$ cat src/rtl/fetch_decode_if.sv
// rtl/fetch_decode_if.sv - fetch/decode bundle: byte memory port, redirect/halt control, instruction stream
interface fetch_decode_if #(
    parameter int ADDR_W = 16
);
    logic              mem_rd;
    logic [ADDR_W-1:0] mem_addr;
    logic [7:0]        mem_rdata;
    logic              redirect_valid;
    logic [ADDR_W-1:0] redirect_pc;
    logic              halt_program;
    logic              instr_valid;
    logic              instr_ready;
    logic [7:0]        OP_code;
    logic [7:0]        value;
    logic [ADDR_W-1:0] instr_pc;
    logic              illegal_op;
    logic              halted;

    modport master (
        output mem_rd, mem_addr, instr_valid, OP_code, value, instr_pc, illegal_op, halted,
        input  mem_rdata, redirect_valid, redirect_pc, halt_program, instr_ready
    );

    modport slave (
        input  mem_rd, mem_addr, instr_valid, OP_code, value, instr_pc, illegal_op, halted,
        output mem_rdata, redirect_valid, redirect_pc, halt_program, instr_ready
    );
endinterface

$ cat src/rtl/fetch_decode.sv
// rtl/fetch_decode.sv - two-byte little-endian instruction fetch with redirect/halt handling
// Optional illegal-opcode trap enabled by defining ILLEGAL_OP_TRAP_EN.
module fetch_decode #(
    parameter int              ADDR_W      = 16,
    parameter logic [ADDR_W-1:0] RESET_PC  = '0,
    parameter int              PC_STEP     = 2,
    parameter logic [7:0]      LAST_OPCODE = 8'h0C
) (
    input  logic           clk,
    input  logic           rst,
    fetch_decode_if.master bus
);
`ifdef ILLEGAL_OP_TRAP_EN
    localparam bit TRAP_EN = 1'b1;
`else
    localparam bit TRAP_EN = 1'b0;
`endif

    typedef enum logic [2:0] {S_LO, S_HI, S_CAP, S_OUT, S_HALT} state_t;

    state_t            r_state;
    state_t            w_next;
    logic [ADDR_W-1:0] r_pc;
    logic [7:0]        r_lo;
    logic [7:0]        r_op;
    logic [7:0]        r_val;
    logic [ADDR_W-1:0] r_ipc;
    logic              r_valid;
    logic              r_illegal;

    logic              w_xfer;
    logic              w_self_halt;
    logic              w_bad;
    logic              w_redirect;

    assign w_xfer      = r_valid & bus.instr_ready;
    // A transferred opcode 00 stops fetch even if a redirect arrives alongside it.
    assign w_self_halt = (r_state == S_OUT) & w_xfer & (r_op == 8'h00);
    assign w_bad       = TRAP_EN & (bus.mem_rdata > LAST_OPCODE);
    assign w_redirect  = bus.redirect_valid & (r_state != S_HALT) & ~bus.halt_program & ~w_self_halt;

    always_comb begin
        w_next       = r_state;
        bus.mem_rd   = 1'b0;
        bus.mem_addr = r_pc;
        case (r_state)
            S_LO: begin
                bus.mem_rd = ~rst;
                w_next     = S_HI;
            end
            S_HI: begin
                bus.mem_rd   = ~rst;
                bus.mem_addr = r_pc + ADDR_W'(1);
                w_next       = S_CAP;
            end
            S_CAP: w_next = S_OUT;
            S_OUT: begin
                if (w_xfer) w_next = w_self_halt ? S_HALT : S_LO;
            end
            default: w_next = S_HALT;
        endcase
        if (r_state != S_HALT) begin
            if (bus.halt_program)  w_next = S_HALT;
            else if (w_redirect)   w_next = S_LO;
        end
    end

    always_ff @(posedge clk) begin
        if (rst) begin
            r_state   <= S_LO;
            r_pc      <= RESET_PC;
            r_lo      <= 8'h00;
            r_op      <= 8'h00;
            r_val     <= 8'h00;
            r_ipc     <= '0;
            r_valid   <= 1'b0;
            r_illegal <= 1'b0;
        end else begin
            r_state <= w_next;
            r_valid <= (w_next == S_OUT);
            if (r_state == S_HI) r_lo <= bus.mem_rdata;
            if (r_state == S_CAP) begin
                r_op      <= w_bad ? 8'h00 : bus.mem_rdata;
                r_val     <= w_bad ? bus.mem_rdata : r_lo;
                r_ipc     <= r_pc;
                r_illegal <= (w_next == S_OUT) & w_bad;
            end else if (w_next == S_LO) begin
                r_illegal <= 1'b0;
            end
            if (w_redirect)
                r_pc <= bus.redirect_pc;
            else if (w_xfer && !bus.halt_program && !w_self_halt)
                r_pc <= r_pc + ADDR_W'(PC_STEP);
        end
    end

    assign bus.instr_valid = r_valid;
    assign bus.OP_code     = r_op;
    assign bus.value       = r_val;
    assign bus.instr_pc    = r_ipc;
    assign bus.illegal_op  = r_illegal;
    assign bus.halted      = (r_state == S_HALT);
endmodule

$ cat src/flat_wrapper.sv
// flat-port wrapper written by rule: the top's interface ports become plain ports
module fetch_decode_flat 
#(
    parameter int              ADDR_W      = 16,
    parameter logic [ADDR_W-1:0] RESET_PC  = '0,
    parameter int              PC_STEP     = 2,
    parameter logic [7:0]      LAST_OPCODE = 8'h0C
)
  (clk, rst, bus_mem_rd, bus_mem_addr, bus_instr_valid, bus_OP_code, bus_value, bus_instr_pc, bus_illegal_op, bus_halted, bus_mem_rdata, bus_redirect_valid, bus_redirect_pc, bus_halt_program, bus_instr_ready);
  fetch_decode_if #(.ADDR_W(ADDR_W)) bus_i ();
  input  logic clk;
  input  logic rst;
  output wire logic [$bits(bus_i.mem_rd)-1:0] bus_mem_rd;
  output wire logic [$bits(bus_i.mem_addr)-1:0] bus_mem_addr;
  output wire logic [$bits(bus_i.instr_valid)-1:0] bus_instr_valid;
  output wire logic [$bits(bus_i.OP_code)-1:0] bus_OP_code;
  output wire logic [$bits(bus_i.value)-1:0] bus_value;
  output wire logic [$bits(bus_i.instr_pc)-1:0] bus_instr_pc;
  output wire logic [$bits(bus_i.illegal_op)-1:0] bus_illegal_op;
  output wire logic [$bits(bus_i.halted)-1:0] bus_halted;
  input wire logic [$bits(bus_i.mem_rdata)-1:0] bus_mem_rdata;
  input wire logic [$bits(bus_i.redirect_valid)-1:0] bus_redirect_valid;
  input wire logic [$bits(bus_i.redirect_pc)-1:0] bus_redirect_pc;
  input wire logic [$bits(bus_i.halt_program)-1:0] bus_halt_program;
  input wire logic [$bits(bus_i.instr_ready)-1:0] bus_instr_ready;
  assign bus_mem_rd = bus_i.mem_rd;
  assign bus_mem_addr = bus_i.mem_addr;
  assign bus_instr_valid = bus_i.instr_valid;
  assign bus_OP_code = bus_i.OP_code;
  assign bus_value = bus_i.value;
  assign bus_instr_pc = bus_i.instr_pc;
  assign bus_illegal_op = bus_i.illegal_op;
  assign bus_halted = bus_i.halted;
  assign bus_i.mem_rdata = bus_mem_rdata;
  assign bus_i.redirect_valid = bus_redirect_valid;
  assign bus_i.redirect_pc = bus_redirect_pc;
  assign bus_i.halt_program = bus_halt_program;
  assign bus_i.instr_ready = bus_instr_ready;
  fetch_decode #(.ADDR_W(ADDR_W), .RESET_PC(RESET_PC), .PC_STEP(PC_STEP), .LAST_OPCODE(LAST_OPCODE)) u_core (.clk(clk), .rst(rst), .bus(bus_i));
endmodule
$ cat config.mk
export PLATFORM = sky130hd
export DESIGN_NAME = fetch_decode_flat
export DESIGN_NICKNAME = d
export VERILOG_FILES = /design/src/rtl/fetch_decode_if.sv /design/src/rtl/fetch_decode.sv /design/src/flat_wrapper.sv
export SDC_FILE = /design/constraint.sdc
export NUM_CORES = 1
export LEC_CHECK = 0
export ABC_AREA = 1
export CORE_MARGIN = 2
export CORE_UTILIZATION = 48
export DETAILED_ROUTE_END_ITERATION = 8
export PLACE_DENSITY_LB_ADDON = 0.3
export SLEW_MARGIN = 20
export SYNTH_ARGS = -nofsm -noshare
export SYNTH_HDL_FRONTEND = slang
export SYNTH_SLANG_ARGS = --single-unit
$ cat constraint.sdc
create_clock -name clk -period 2.3 [get_ports clk]
set_input_delay 0.46 -clock clk [delete_from_list [all_inputs] [get_ports clk]]
set_output_delay 0.46 -clock clk [all_outputs]
set_load 0.01 [all_outputs]
; ---- Word-level counts from Yosys, hierarchy flattened
; Index checks and enable logic that the tools add are counted.
[classes]
bitwise = 9
n_reduce_logical = 8
eq_ne = 6
muxes = 10
addsub = 2
[ops]
columns = op, n
row1 = two-way mux 16 bit, 3
row2 = adder 16 x 1 -> 16 bit (second input constant), 1
row3 = adder 16 x 2 -> 16 bit (second input constant), 1
row4 = two-way mux 3 bit, 5
row5 = case mux 3 bit (4 select lines), 1
row6 = equality test 3 x 2 -> 1 bit (second input constant), 3
row7 = zero test 8 bit, 1
row8 = AND 1 bit, 6
row9 = equality test 3 x 1 -> 1 bit (second input constant), 1
row10 = equality test 3 bit (second input constant), 1
row11 = zero test 3 bit, 1
row12 = inequality test 3 bit (second input constant), 1
row13 = NOT 1 bit, 3
row14 = logical AND 1 bit, 2
row15 = zero test 1 bit, 2
row16 = nonzero test 2 bit, 1
row17 = OR reduction 2 bit, 1
row18 = two-way mux 1 bit, 1
[word_totals]
regBits = 60
input_bits = 29
output_inout_bits = 52
word_cells = 42

; ---- Depth between registers and ports, before layout
[depth]
ltp_word = 10
ltp_mapped = 10
mapped_depth_nobuf = 10

; ---- Worst setup path after synthesis
; OpenSTA, ideal clock, no wires.
[synth_timing]
kind = reg2out
start = register u_core.r_pc[1]
end = output bus_mem_addr[15]
n_path_buf = 0
t_arrival_ps = 1459
required_ps = 1840
setup_slack_ps = 381
stages_incl_launch_ff = 10
path_cell_list = dfxtp_1 -> ha_1 -> nand2_1 -> nor2_2 -> nand2_1 -> nor2_1 -> nand2_1 -> xor2_1 -> nand2_1 -> o21ai_0
[synth_between]
elab_chain_cells = 2
[synth_lines]
columns = item, line_no
row1 = "start, declared", fetch_decode.sv:23  ; logic [ADDR_W-1:0] r_pc;
row2 = "start signal, assigned", fetch_decode.sv:91  ; r_pc <= bus.redirect_pc;
row3 = "start signal, assigned", fetch_decode.sv:93  ; r_pc <= r_pc + ADDR_W'(PC_STEP);
row4 = adder 16 x 1 -> 16 bit, fetch_decode.sv:53  ; bus.mem_addr = r_pc + ADDR_W'(1);
row5 = two-way mux 16 bit, fetch_decode.sv:46  ; case (r_state)
row6 = "end, declared", flat_wrapper.sv:14  ; output wire logic [$bits(bus_i.mem_addr)-1:0] bus_mem_addr;
; No other way between the ends.

; ---- Final worst setup path
[layout_timing]
start = register u_core.r_pc[2]
end = output bus_mem_addr[15]
; The elaborated chain is that of the path after synthesis.

==> reports/qor.yml <==
dp_cells: 613
overflow: 0
hold_viol: 0
ios: 81
yosysWarningCount: 0
async_flop_share: 0
core-area_um2: 5990
finish.instance_area_um2: 4430
grt_busiest_layer: "met2"
path_cells: "ha_4 > nand2_4 > nor2_4 > nand2_2 > nor2_4 > nand2_2 > xor2_1 > nand2_1 > o21ai_1 > buf_2"
initial_core_util: 0.500
dr.pass1.iters: 7
clkLatencyLatePin_ps: 340
min_period_ps: 2290
yosysTopAreaCellShare: 0.401
cp.required_ps: 1840
placed_cell_area_um2: 4080
period_share: 0.997
slew_headroom: 0.649
synth_cells: 440
cts_made_buffers: 9
p_seq_frac: 0.425
antenna_found_initial: 0
crit_path_end_kind: "output port"
syn_area_um2: 3000
drv_slew: 0
path_max_fanout: 3
clock.fmax_ghz: 0.436
syn_avg_cell_area_um2: 6.81
dieArea_um2: 6890
diodes: 0
area_delta_synth_final_pct: 47.8
hpwl_mm: 6.41
pwr-share-comb: 0.129
grt_use_met2: 0.442
worst_pin_slew_ps: 527
crit_path_start_kind: "register"
crit_arrival_ps: 1830
grt.total_usage: 0.253
grtUsageMet3: 0.0517
fin_cells: 634
numClockSinks: 60
rsz0062_at_grt: "yes"
switching_share: 0.238
outcome: "finished clean"
grt_pass1_wl_mm: 14.1
synth_seq_area_share: 0.401
cts_root_buffer: "clkbuf_8"
drv_cap: 0
syn-num-nets: 471
fin_total_pwr_mw: 2.57
gp_congestion: 0.946
grt_use_met1: 0.306
worst_path_dominant_cell_family: "simple AND/OR/NAND/NOR gates"
portBuffers: 79
postLayoutCoreUtil: 0.739
die_h_um: 83.0
leakage_nw: 1.82
hold-worst-slack_ps: 461
ant_nets: 0
drive_above_1_share: 0.200
synth-seq-cells: 60
htreeDepth: 3
critPathKind: "reg2out"
power.switching_mw: 0.613
row_count: 28
yosys.area.top_type: "dfxtp_1"
ir_worst_vdd_v: 0.000406
final.setup_skew_ps: 7.79
yosys-top-cells-area: "dfxtp_1, nand2_1, nand3_1"
clock_tree.buffer_depth: 2
wirelength_mm: 9.02
hold_buffers: 0
path_buf_inv: 1
synth-edff-count: 0
grt_max_degree: 45
grt_pass1_vias: 3038
nets: 586
min_path_type: "reg2reg"
clk_pin_slew_ps: 70
power.density_nw_per_um2: 581
drtIter0Drc: 263
routed_via_density: 5.18
cpPeakStageDelay_ps: 350
wl_per_cell_um: 14.2
die_x_um: 83.0
synth_ff_type: "dfxtp_1"
setup_viol: 0
p_int_mw: 1.96
synth.distinct_cells: 28
slowest_stage: "dfxtp_2"
cts_tree: "done"
drc: 0
clkPwrFrac: 0.447
vias: 3286
[power by group through the flow]
stage,logic [mW],clock network [mW],registers (mW)
finish,0.331,1.15,1.09
global route,0.359,1.21,1.09
CTS,0.322,1.16,1.09
detailed placement,0.326,0,1.11
global placement,0.320,0,1.11
floorplan,0.155,0,1.11
[cell type report]
class	instances	area, um^2
well taps	75	93.8
multi-input cells	328	1690
repair buffers	125	1080
fillers	464	1560
clock inverters	5	100
clock buffers	10	138
inverters	31	116
flip-flops and latches	60	1210
[stage by stage]
step | setup slack [ps] | setup TNS [ps]
after floorplan | 381 | 0
after global placement | -21.2 | -26.8
after detailed placement | -34.5 | -61.5
after CTS | -43.5 | -82.8
after global routing | -101 | -126
final | 6.59 | 0
[cell usage after synthesis (2+ instances only)]
master,count
a21oi_1,39
buf_2,4
buf_6,2
clkbuf_1,14
dfxtp_1,60
ha_1,2
inv_1,26
inv_2,5
nand2_1,109
nand3_1,50
nand3_2,3
nand4_1,6
nor2_1,61
nor2_2,3
nor3_1,9
o21ai_0,18
or2_1,3
xor2_1,16
[what timing repair did]
item | in CTS | in global routing
buffers inserted | 4 | 2
pin swaps | 1 | 11
endpoints found under the setup margin | 16 | 12
gates resized for setup | 38 | 38
cloned | 0 | 0
[final timing paths]
kind                                     from                                to  slack, ps  depth (start not counted)
max               u_core.r_pc[2]$_SDFFE_PP0P_                  bus_mem_addr[15]          7                         10
min reg2reg  u_core.bus.value[5]$_SDFFE_PP0P_  u_core.bus.value[5]$_SDFFE_PP0P_        460                          2
min          u_core.bus.value[5]$_SDFFE_PP0P_  u_core.bus.value[5]$_SDFFE_PP0P_        460                          2
max reg2reg      u_core.r_state[1]$_SDFF_PP0_      u_core.r_pc[12]$_SDFFE_PP0P_        620                         10
[cells in the final DEF, fill, tap and decap left out]
cell | netlist | layout
clkbuf_2 | 0 | 5
nor3_1 | 9 | 7
ha_4 | 0 | 1
conb_1 | 1 | 1
nand3_1 | 50 | 47
nand3_4 | 1 | 2
or2_2 | 1 | 1
clkbuf_8 | 0 | 10
clkdlybuf4s15_1 | 0 | 1
nor2_1 | 61 | 55
nand2_2 | 1 | 4
clkdlybuf4s50_1 | 0 | 63
o21ai_0 | 18 | 17
xor2_2 | 0 | 2
inv_2 | 5 | 5
buf_4 | 1 | 46
a21oi_1 | 39 | 39
o21ai_4 | 1 | 1
o21ai_1 | 0 | 1
xnor2_1 | 1 | 1
or2_0 | 1 | 1
nand2_1 | 109 | 105
nor2_2 | 3 | 4
nand2_4 | 1 | 2
or2_1 | 3 | 3
buf_2 | 4 | 5
inv_1 | 26 | 26
xor2_1 | 16 | 14
nand4_1 | 6 | 6
dlygate4sd2_1 | 0 | 5
nor2_4 | 1 | 6
dfxtp_1 | 60 | 55
bufinv_16 | 0 | 3
nand3_2 | 3 | 5
clkinv_2 | 0 | 2
dfxtp_2 | 0 | 5
ha_2 | 0 | 1
nor3_2 | 0 | 2
[registers in the layout (all words and copies together), names as in the netlist]
register	flops
u_core.bus.instr_valid	1
u_core.r_lo	8
u_core.bus.OP_code	8
u_core.r_pc	16
u_core.bus.instr_pc	16
u_core.r_state	3
u_core.bus.value	8
[kinds of logic after synthesis]
family / after synthesis / share of synthesized area
other cells: 1 / 0.00125
fa+ha+maj: 2 / 0.00835
buf+inv: 52 / 0.0731
simple gates: 250 / 0.366
flops: 60 / 0.401
xor+xnor: 17 / 0.0497
compound gates: 58 / 0.101
[layer usage]
metal	vias to the layer above	share of wire
met5	-	0
met4	0	0.020
met3	19	0.048
met2	115	0.51
met1	1510	0.42
li1	1642	-
[tightest hold or removal path, stage by stage, from the launching register on]
cell     delay [ps]
dfxtp_1         310
nand2_1          60
a21oi_1          50
Note: power is estimated with default switching activity, not from simulation.
